===== config.mk =====
export PLATFORM = sky130hd
export DESIGN_NAME = rom_load_ctrl
export DESIGN_NICKNAME = d
export VERILOG_FILES = /design/src/rtl/rom_load_ctrl.sv
export SDC_FILE = /design/constraint.sdc
export NUM_CORES = 1
export LEC_CHECK = 0
export BUFFER_PORTS_ARGS = -buffer_cell sky130_fd_sc_hd__buf_4
export CORE_ASPECT_RATIO = 0.8
export CORE_MARGIN = 2
export CORE_UTILIZATION = 58
export CTS_CLUSTER_DIAMETER = 200
export CTS_CLUSTER_SIZE = 20
export DETAILED_ROUTE_END_ITERATION = 16
export PLACE_DENSITY = 0.86
export REMOVE_ABC_BUFFERS = 1
export SLEW_MARGIN = 15
export SYNTH_ARGS = -nofsm -noshare
export SYNTH_HDL_FRONTEND = slang
export SYNTH_SLANG_ARGS = --single-unit

===== constraint.sdc =====
create_clock -name clk_sys -period 12.1 [get_ports clk_sys]
set_clock_uncertainty 0.15 [all_clocks]
set_input_delay 2.42 -clock clk_sys [delete_from_list [all_inputs] [get_ports clk_sys]]
set_output_delay 2.42 -clock clk_sys [all_outputs]
set_load 0.05 [all_outputs]

===== src/rtl/rom_load_ctrl.sv =====
// rom_load_ctrl: sequences HPS ioctl word downloads into the byte-wide BIOS and
// cart dpram images, and holds the core in reset until a load has settled.
// Ports:
//   clk_sys, reset            - clock, synchronous active-high reset
//   ioctl_download/wr/addr/
//   dout/index, ioctl_wait    - hps_io download channel and stall handshake
//   bios_addr_in/cart_addr_in - core runtime fetch addresses
//   bios_mem_addr/cart_mem_addr,
//   mem_data, bios_we/cart_we - dpram write/read ports
//   cart_size, overflow       - loaded cart length and sticky out-of-range flag
//   core_reset, load_done     - core reset and end-of-load pulse
module rom_load_ctrl #(
  parameter int unsigned ADDR_W      = 13,
  parameter logic [7:0]  BIOS_INDEX  = 8'd0,
  parameter logic [7:0]  CART_INDEX  = 8'd1,
  parameter int unsigned HOLD_CYCLES = 16
) (
  input  logic              clk_sys,
  input  logic              reset,
  input  logic              ioctl_download,
  input  logic              ioctl_wr,
  input  logic [24:0]       ioctl_addr,
  input  logic [15:0]       ioctl_dout,
  input  logic [7:0]        ioctl_index,
  output logic              ioctl_wait,
  input  logic [ADDR_W-1:0] bios_addr_in,
  input  logic [ADDR_W-1:0] cart_addr_in,
  output logic [ADDR_W-1:0] bios_mem_addr,
  output logic [ADDR_W-1:0] cart_mem_addr,
  output logic [7:0]        mem_data,
  output logic              bios_we,
  output logic              cart_we,
  output logic [15:0]       cart_size,
  output logic              overflow,
  output logic              core_reset,
  output logic              load_done
);

  localparam int unsigned FULL_W = 26;
  localparam int unsigned CNT_W  = (HOLD_CYCLES > 1) ? $clog2(HOLD_CYCLES) : 1;
  localparam logic [FULL_W-1:0] LIMIT    = FULL_W'(1) << ADDR_W;
  localparam logic [CNT_W-1:0]  CNT_INIT = CNT_W'(HOLD_CYCLES - 1);

  localparam logic [2:0] S_IDLE   = 3'd0;
  localparam logic [2:0] S_ACTIVE = 3'd1;
  localparam logic [2:0] S_WLO    = 3'd2;
  localparam logic [2:0] S_WHI    = 3'd3;
  localparam logic [2:0] S_HOLD   = 3'd4;

  logic [2:0]       state_q, state_d;
  logic [24:0]      addr_q, addr_d;
  logic [15:0]      data_q, data_d;
  logic             tgt_cart_q, tgt_cart_d;
  logic [CNT_W-1:0] cnt_q, cnt_d;
  logic             wait_q, wait_d;
  logic             bios_we_q, bios_we_d;
  logic             cart_we_q, cart_we_d;
  logic [7:0]       mem_data_q, mem_data_d;
  logic [15:0]      cart_size_q, cart_size_d;
  logic             overflow_q, overflow_d;
  logic             done_q, done_d;

  logic              idx_ok, idx_cart;
  logic [FULL_W-1:0] lo_full, hi_full, in_full, ret_full, ret_next;
  logic [15:0]       size_cand;
  logic              load_phase;
  logic [ADDR_W-1:0] ld_addr;

  // Full-width byte addresses, so an out-of-range byte is detected instead of wrapping
  assign lo_full  = {1'b0, addr_q};
  assign hi_full  = lo_full + FULL_W'(1);
  assign in_full  = {1'b0, ioctl_addr};
  assign ret_full = (state_q == S_WHI) ? hi_full : lo_full;
  assign ret_next = ret_full + FULL_W'(1);
  assign size_cand = (ret_next > FULL_W'(16'hFFFF)) ? 16'hFFFF : ret_next[15:0];

  assign idx_cart = (ioctl_index == CART_INDEX);
  assign idx_ok   = idx_cart || (ioctl_index == BIOS_INDEX);

  // State register
  always_ff @(posedge clk_sys) begin
    if (reset) begin
      state_q     <= S_IDLE;
      addr_q      <= '0;
      data_q      <= '0;
      tgt_cart_q  <= 1'b0;
      cnt_q       <= '0;
      wait_q      <= 1'b0;
      bios_we_q   <= 1'b0;
      cart_we_q   <= 1'b0;
      mem_data_q  <= '0;
      cart_size_q <= '0;
      overflow_q  <= 1'b0;
      done_q      <= 1'b0;
    end else begin
      state_q     <= state_d;
      addr_q      <= addr_d;
      data_q      <= data_d;
      tgt_cart_q  <= tgt_cart_d;
      cnt_q       <= cnt_d;
      wait_q      <= wait_d;
      bios_we_q   <= bios_we_d;
      cart_we_q   <= cart_we_d;
      mem_data_q  <= mem_data_d;
      cart_size_q <= cart_size_d;
      overflow_q  <= overflow_d;
      done_q      <= done_d;
    end
  end

  // Next-state and registered-output logic
  always_comb begin
    state_d     = state_q;
    addr_d      = addr_q;
    data_d      = data_q;
    tgt_cart_d  = tgt_cart_q;
    cnt_d       = cnt_q;
    wait_d      = 1'b0;
    bios_we_d   = 1'b0;
    cart_we_d   = 1'b0;
    mem_data_d  = mem_data_q;
    cart_size_d = cart_size_q;
    overflow_d  = overflow_q;
    done_d      = 1'b0;

    // Cart length grows once the byte written this cycle has landed
    if (cart_we_q && (size_cand > cart_size_q)) begin
      cart_size_d = size_cand;
    end

    case (state_q)
      S_IDLE: begin
        if (ioctl_download) begin
          state_d = S_ACTIVE;
          if (idx_cart) begin
            cart_size_d = '0;
            overflow_d  = 1'b0;
          end
        end
      end
      S_ACTIVE: begin
        if (!ioctl_download) begin
          state_d = S_HOLD;
          cnt_d   = CNT_INIT;
        end else if (ioctl_wr && idx_ok) begin
          state_d    = S_WLO;
          addr_d     = ioctl_addr;
          data_d     = ioctl_dout;
          tgt_cart_d = idx_cart;
          wait_d     = 1'b1;
          mem_data_d = ioctl_dout[7:0];
          if (in_full < LIMIT) begin
            bios_we_d = !idx_cart;
            cart_we_d = idx_cart;
          end else begin
            overflow_d = 1'b1;
          end
        end
      end
      S_WLO: begin
        state_d    = S_WHI;
        wait_d     = 1'b1;
        mem_data_d = data_q[15:8];
        if (hi_full < LIMIT) begin
          bios_we_d = !tgt_cart_q;
          cart_we_d = tgt_cart_q;
        end else begin
          overflow_d = 1'b1;
        end
      end
      S_WHI: begin
        // A download that dropped mid-word only ends once the high byte is out
        if (ioctl_download) begin
          state_d = S_ACTIVE;
        end else begin
          state_d = S_HOLD;
          cnt_d   = CNT_INIT;
        end
      end
      S_HOLD: begin
        if (ioctl_download) begin
          state_d = S_ACTIVE;
          if (idx_cart) begin
            cart_size_d = '0;
            overflow_d  = 1'b0;
          end
        end else if (cnt_q == '0) begin
          state_d = S_IDLE;
          done_d  = 1'b1;
        end else begin
          cnt_d = cnt_q - CNT_W'(1);
        end
      end
      default: begin
        state_d = S_IDLE;
      end
    endcase
  end

  // RAM address mux: load address only while a byte pair is being written
  assign load_phase = (state_q == S_WLO) || (state_q == S_WHI);
  assign ld_addr    = (state_q == S_WHI) ? (addr_q[ADDR_W-1:0] + ADDR_W'(1))
                                         : addr_q[ADDR_W-1:0];
  assign bios_mem_addr = (load_phase && !tgt_cart_q) ? ld_addr : bios_addr_in;
  assign cart_mem_addr = (load_phase &&  tgt_cart_q) ? ld_addr : cart_addr_in;

  assign core_reset = reset || ioctl_download || (state_q != S_IDLE);

  assign ioctl_wait = wait_q;
  assign bios_we    = bios_we_q;
  assign cart_we    = cart_we_q;
  assign mem_data   = mem_data_q;
  assign cart_size  = cart_size_q;
  assign overflow   = overflow_q;
  assign load_done  = done_q;

endmodule


==> results.sh <==
export IMPL_outcome="finished clean"
export IMPL_busiest_layer="met2"
export IMPL_cts_buffer_depth=2
export IMPL_relSlewSlack=0.249
export IMPL_power_switching_mw=0.140
export IMPL_min_period_ns=6.44
export IMPL_post_cts_setup_buffers=0
export IMPL_grt_pass1_vias=5114
export IMPL_netlist_area_um2=5220
export IMPL_diodes=0
export IMPL_syn2layout_area_growth_pct=22.0
export IMPL_synth_compound_area_frac=0.206
export IMPL_crit_arrival_ns=6.55
export IMPL_grt_overflow_total=0
export IMPL_rsz0062_at_grt="no"
export IMPL_drtAntennaViolNets=0
export IMPL_place_congestion=0.920
export IMPL_cts_hold_buf=0
export IMPL_clkTransAtPathRegs_ns=0.08
export IMPL_final_util=0.740
export IMPL_yosys_area_top_type="dfxtp_1"
export IMPL_post_cts_resized=0
export IMPL_post_route_cell_area_um2=6360
export IMPL_met2_usage=0.524
export IMPL_synth_distinct_cells=70
export IMPL_required_ns=12.20
export IMPL_synth_edf_count=0
export IMPL_seq_area_frac_synth=0.269
export IMPL_drc=0
export IMPL_netlist_top_cells_area="dfxtp_1, nand2_1, a21oi_1, xnor2_1, nor2_1"
export IMPL_hpwlAfterDp_um=11900
export IMPL_wl_per_cell_um=17.0
export IMPL_ys_ff_latch=70
export IMPL_num_rows=30
export IMPL_p_clk_frac=0.385
export IMPL_cts_max_level=3
export IMPL_layout_setup_ws_ns=5.66
export IMPL_muxShareOfSynthArea=0.0233
export IMPL_grt_total_usage=0.324
export IMPL_drt_iter0_drc=549
export IMPL_hold_violations=0
export IMPL_grt_first_pass_wirelength_um=24900
export IMPL_numCtsBuffers=9
export IMPL_synth_simple_gate_area_frac=0.316
export IMPL_dp_slack_ns=5.86
export IMPL_use_met3=0.0648
export IMPL_max_cap_violations=0
export IMPL_power_frac_comb=0.134
export IMPL_setup_violations=0
export IMPL_seqPwrFrac=0.480
export IMPL_end_kind="flip-flop"
export IMPL_nets=902
export IMPL_die_y_um=88.8
export IMPL_setup_tns_ns=0
export IMPL_synthArstFlopShare=0
export IMPL_grt_max_degree=55
export IMPL_start_util=0.607
export IMPL_die_area_um2=9770
export IMPL_swShare=0.286
export IMPL_met1_usage=0.438
export IMPL_layout_drive_gt1_share=0.234
export IMPL_path_max_fanout=32
export IMPL_insertion_delay_ns=0.36
export IMPL_antenna_found_initial=0
export IMPL_dpl_cell_area_um2=6170
export IMPL_path_class="reg2reg"
export IMPL_die_w_um=110
export IMPL_internal_power_mw=0.348
export IMPL_hold_class="reg2reg"
export IMPL_syn_avg_cell_area_um2=7.37
export IMPL_synth_adder_area_share=0.0456
export IMPL_synth_top_family_by_area="simple AND/OR/NAND/NOR gates"
export IMPL_critPathLaunchType="flip-flop"
export IMPL_power_leakage_nw=2.37
export IMPL_dr_pass1_iters=5
export IMPL_finalCritPeriodShare=0.532
export IMPL_cts_sinks=70
export IMPL_vdd_drop_max_mv=0.0794
export IMPL_root_buffer="clkbuf_8"
export IMPL_route_vias_total=5648
export IMPL_ys_flop_type="dfxtp_1"
export IMPL_viasPerCell=6.13
export IMPL_core_area_um2=8600
export IMPL_tightest_slew_ns=1.12
export IMPL_cts_tree="yes"
export IMPL_clock_fmax_mhz=155
export IMPL_power_density_nw_per_um2=76.7
export IMPL_ys_warn_count=0
export IMPL_wirelength_um=15600
export IMPL_yosys_area_share_xor_xnor=0.0772
export IMPL_dpl_cell_count=905
export IMPL_io_pins=135
export IMPL_portBuffers=134
export IMPL_report_final_slew_viol_count=0
export IMPL_synth_top_cell_area_share=0.269
export IMPL_synth_cells=708
export IMPL_fin_cells=921
area by class of cell:
| cell class | instances | area (um2) |
|---|---|---|
| Clock buffer | 11 | 151 |
| Clock inverter | 5 | 38.8 |
| Fill cell | 683 | 2230 |
| Inverter | 25 | 93.8 |
| Multi-Input combinational cell | 559 | 3490 |
| Sequential cell | 70 | 1400 |
| Tap cell | 112 | 140 |
| Timing Repair Buffer | 139 | 1040 |
layer usage:
| layer | wire length, um | vias up |
|---|---|---|
| li1 | - | 2713 |
| met1 | 6970 | 2682 |
| met2 | 7450 | 232 |
| met3 | 1020 | 21 |
| met4 | 197 | 0 |
| met5 | 0 | - |
cells in the final DEF (no fill, tap or decap), drive strengths merged, types with 19 or more instances in the layout:
cell | synthesis | final
a21oi | 64 | 64
nor4 | 19 | 19
buf | 16 | 139
nor3 | 19 | 19
nor2 | 75 | 75
o21ai | 23 | 23
inv | 25 | 28
dfxtp | 70 | 70
nand3 | 20 | 20
ha | 19 | 19
nand4 | 27 | 27
xnor2 | 33 | 33
nand2 | 119 | 119
kinds of logic (layout without fill, tap and decap cells):
kind of cell	after synthesis	after routing
and+or+nand+nor	331	331
muxes	12	12
AOI/OAI and AO/OA	151	151
xor gates and xnor gates	46	46
adders and majority gates	19	19
DFF	70	70
buffers and inverters	79	180
cells in the mapped netlist, types with 4 or more instances:
| cell type | instances |
|---|---|
| a211oi_1 | 14 |
| a21oi_1 | 64 |
| a311oi_2 | 15 |
| and3_1 | 4 |
| buf_2 | 11 |
| clkbuf_1 | 37 |
| dfxtp_1 | 70 |
| ha_1 | 19 |
| inv_1 | 25 |
| mux2i_1 | 11 |
| nand2_1 | 119 |
| nand2b_1 | 6 |
| nand3_1 | 20 |
| nand4_1 | 24 |
| nand4b_1 | 4 |
| nor2_1 | 75 |
| nor2b_1 | 7 |
| nor3_1 | 17 |
| nor4_1 | 17 |
| o21ai_0 | 23 |
| or3_1 | 4 |
| or4_1 | 8 |
| xnor2_1 | 33 |
| xor2_1 | 13 |
state kept, by name, indices dropped and copies added, names as in the netlist:
name        cells
addr_q         25
bios_we         1
cart_size      16
cart_we         1
cnt_q           4
data_q          8
ioctl_wait      1
load_done       1
mem_data        8
overflow        1
state_q         3
tgt_cart_q      1
per-stage QoR:
stage	power, mW	hold slack [ns]
2_1_floorplan	0.270	0.280
3_3_place_gp	0.303	0.292
3_5_place_dp	0.305	0.298
4_1_cts	0.489	0.310
5_1_grt	0.503	0.338
6_report	0.488	0.306
power groups by stage:
stage	registers, mW	clock network (mW)	logic [mW]
after floorplan	0.239	0	0.0311
after global placement	0.239	0	0.0635
after detailed placement	0.240	0	0.0652
after CTS	0.234	0.189	0.0653
after global routing	0.235	0.198	0.0699
final	0.234	0.188	0.0656
final timing paths:
check	cells after the start	to	slack, ns	start
worst max-delay path	21	cart_size[13]$_SDFF_PP0_	5.66	addr_q[0]$_SDFFE_PP0P_
worst min-delay path	2	data_q[12]$_SDFFE_PP0P_	0.31	data_q[12]$_SDFFE_PP0P_
worst max register to register	21	cart_size[13]$_SDFF_PP0_	5.66	addr_q[0]$_SDFFE_PP0P_
worst min register to register	2	data_q[12]$_SDFFE_PP0P_	0.31	data_q[12]$_SDFFE_PP0P_
worst max-delay path: stages (launching register included):
cell	delay, ns
dfxtp_1	0.52
ha_1	0.42
nand4b_1	0.36
nor3_2	0.23
xnor2_1	0.20
or4_4	0.58
or4b_1	0.62
a2111o_1	0.45
o2bb2ai_2	0.16
nor3_4	0.11
buf_4	0.38
nand2_1	0.12
ha_1	0.32
a21o_1	0.14
a21o_1	0.11
a21oi_1	0.06
o21ai_0	0.19
nand3_1	0.20
a31oi_2	0.21
buf_4	0.39
nor2_1	0.12
a311oi_2	0.28
No activity file was read; power rests on OpenSTA's default activity.
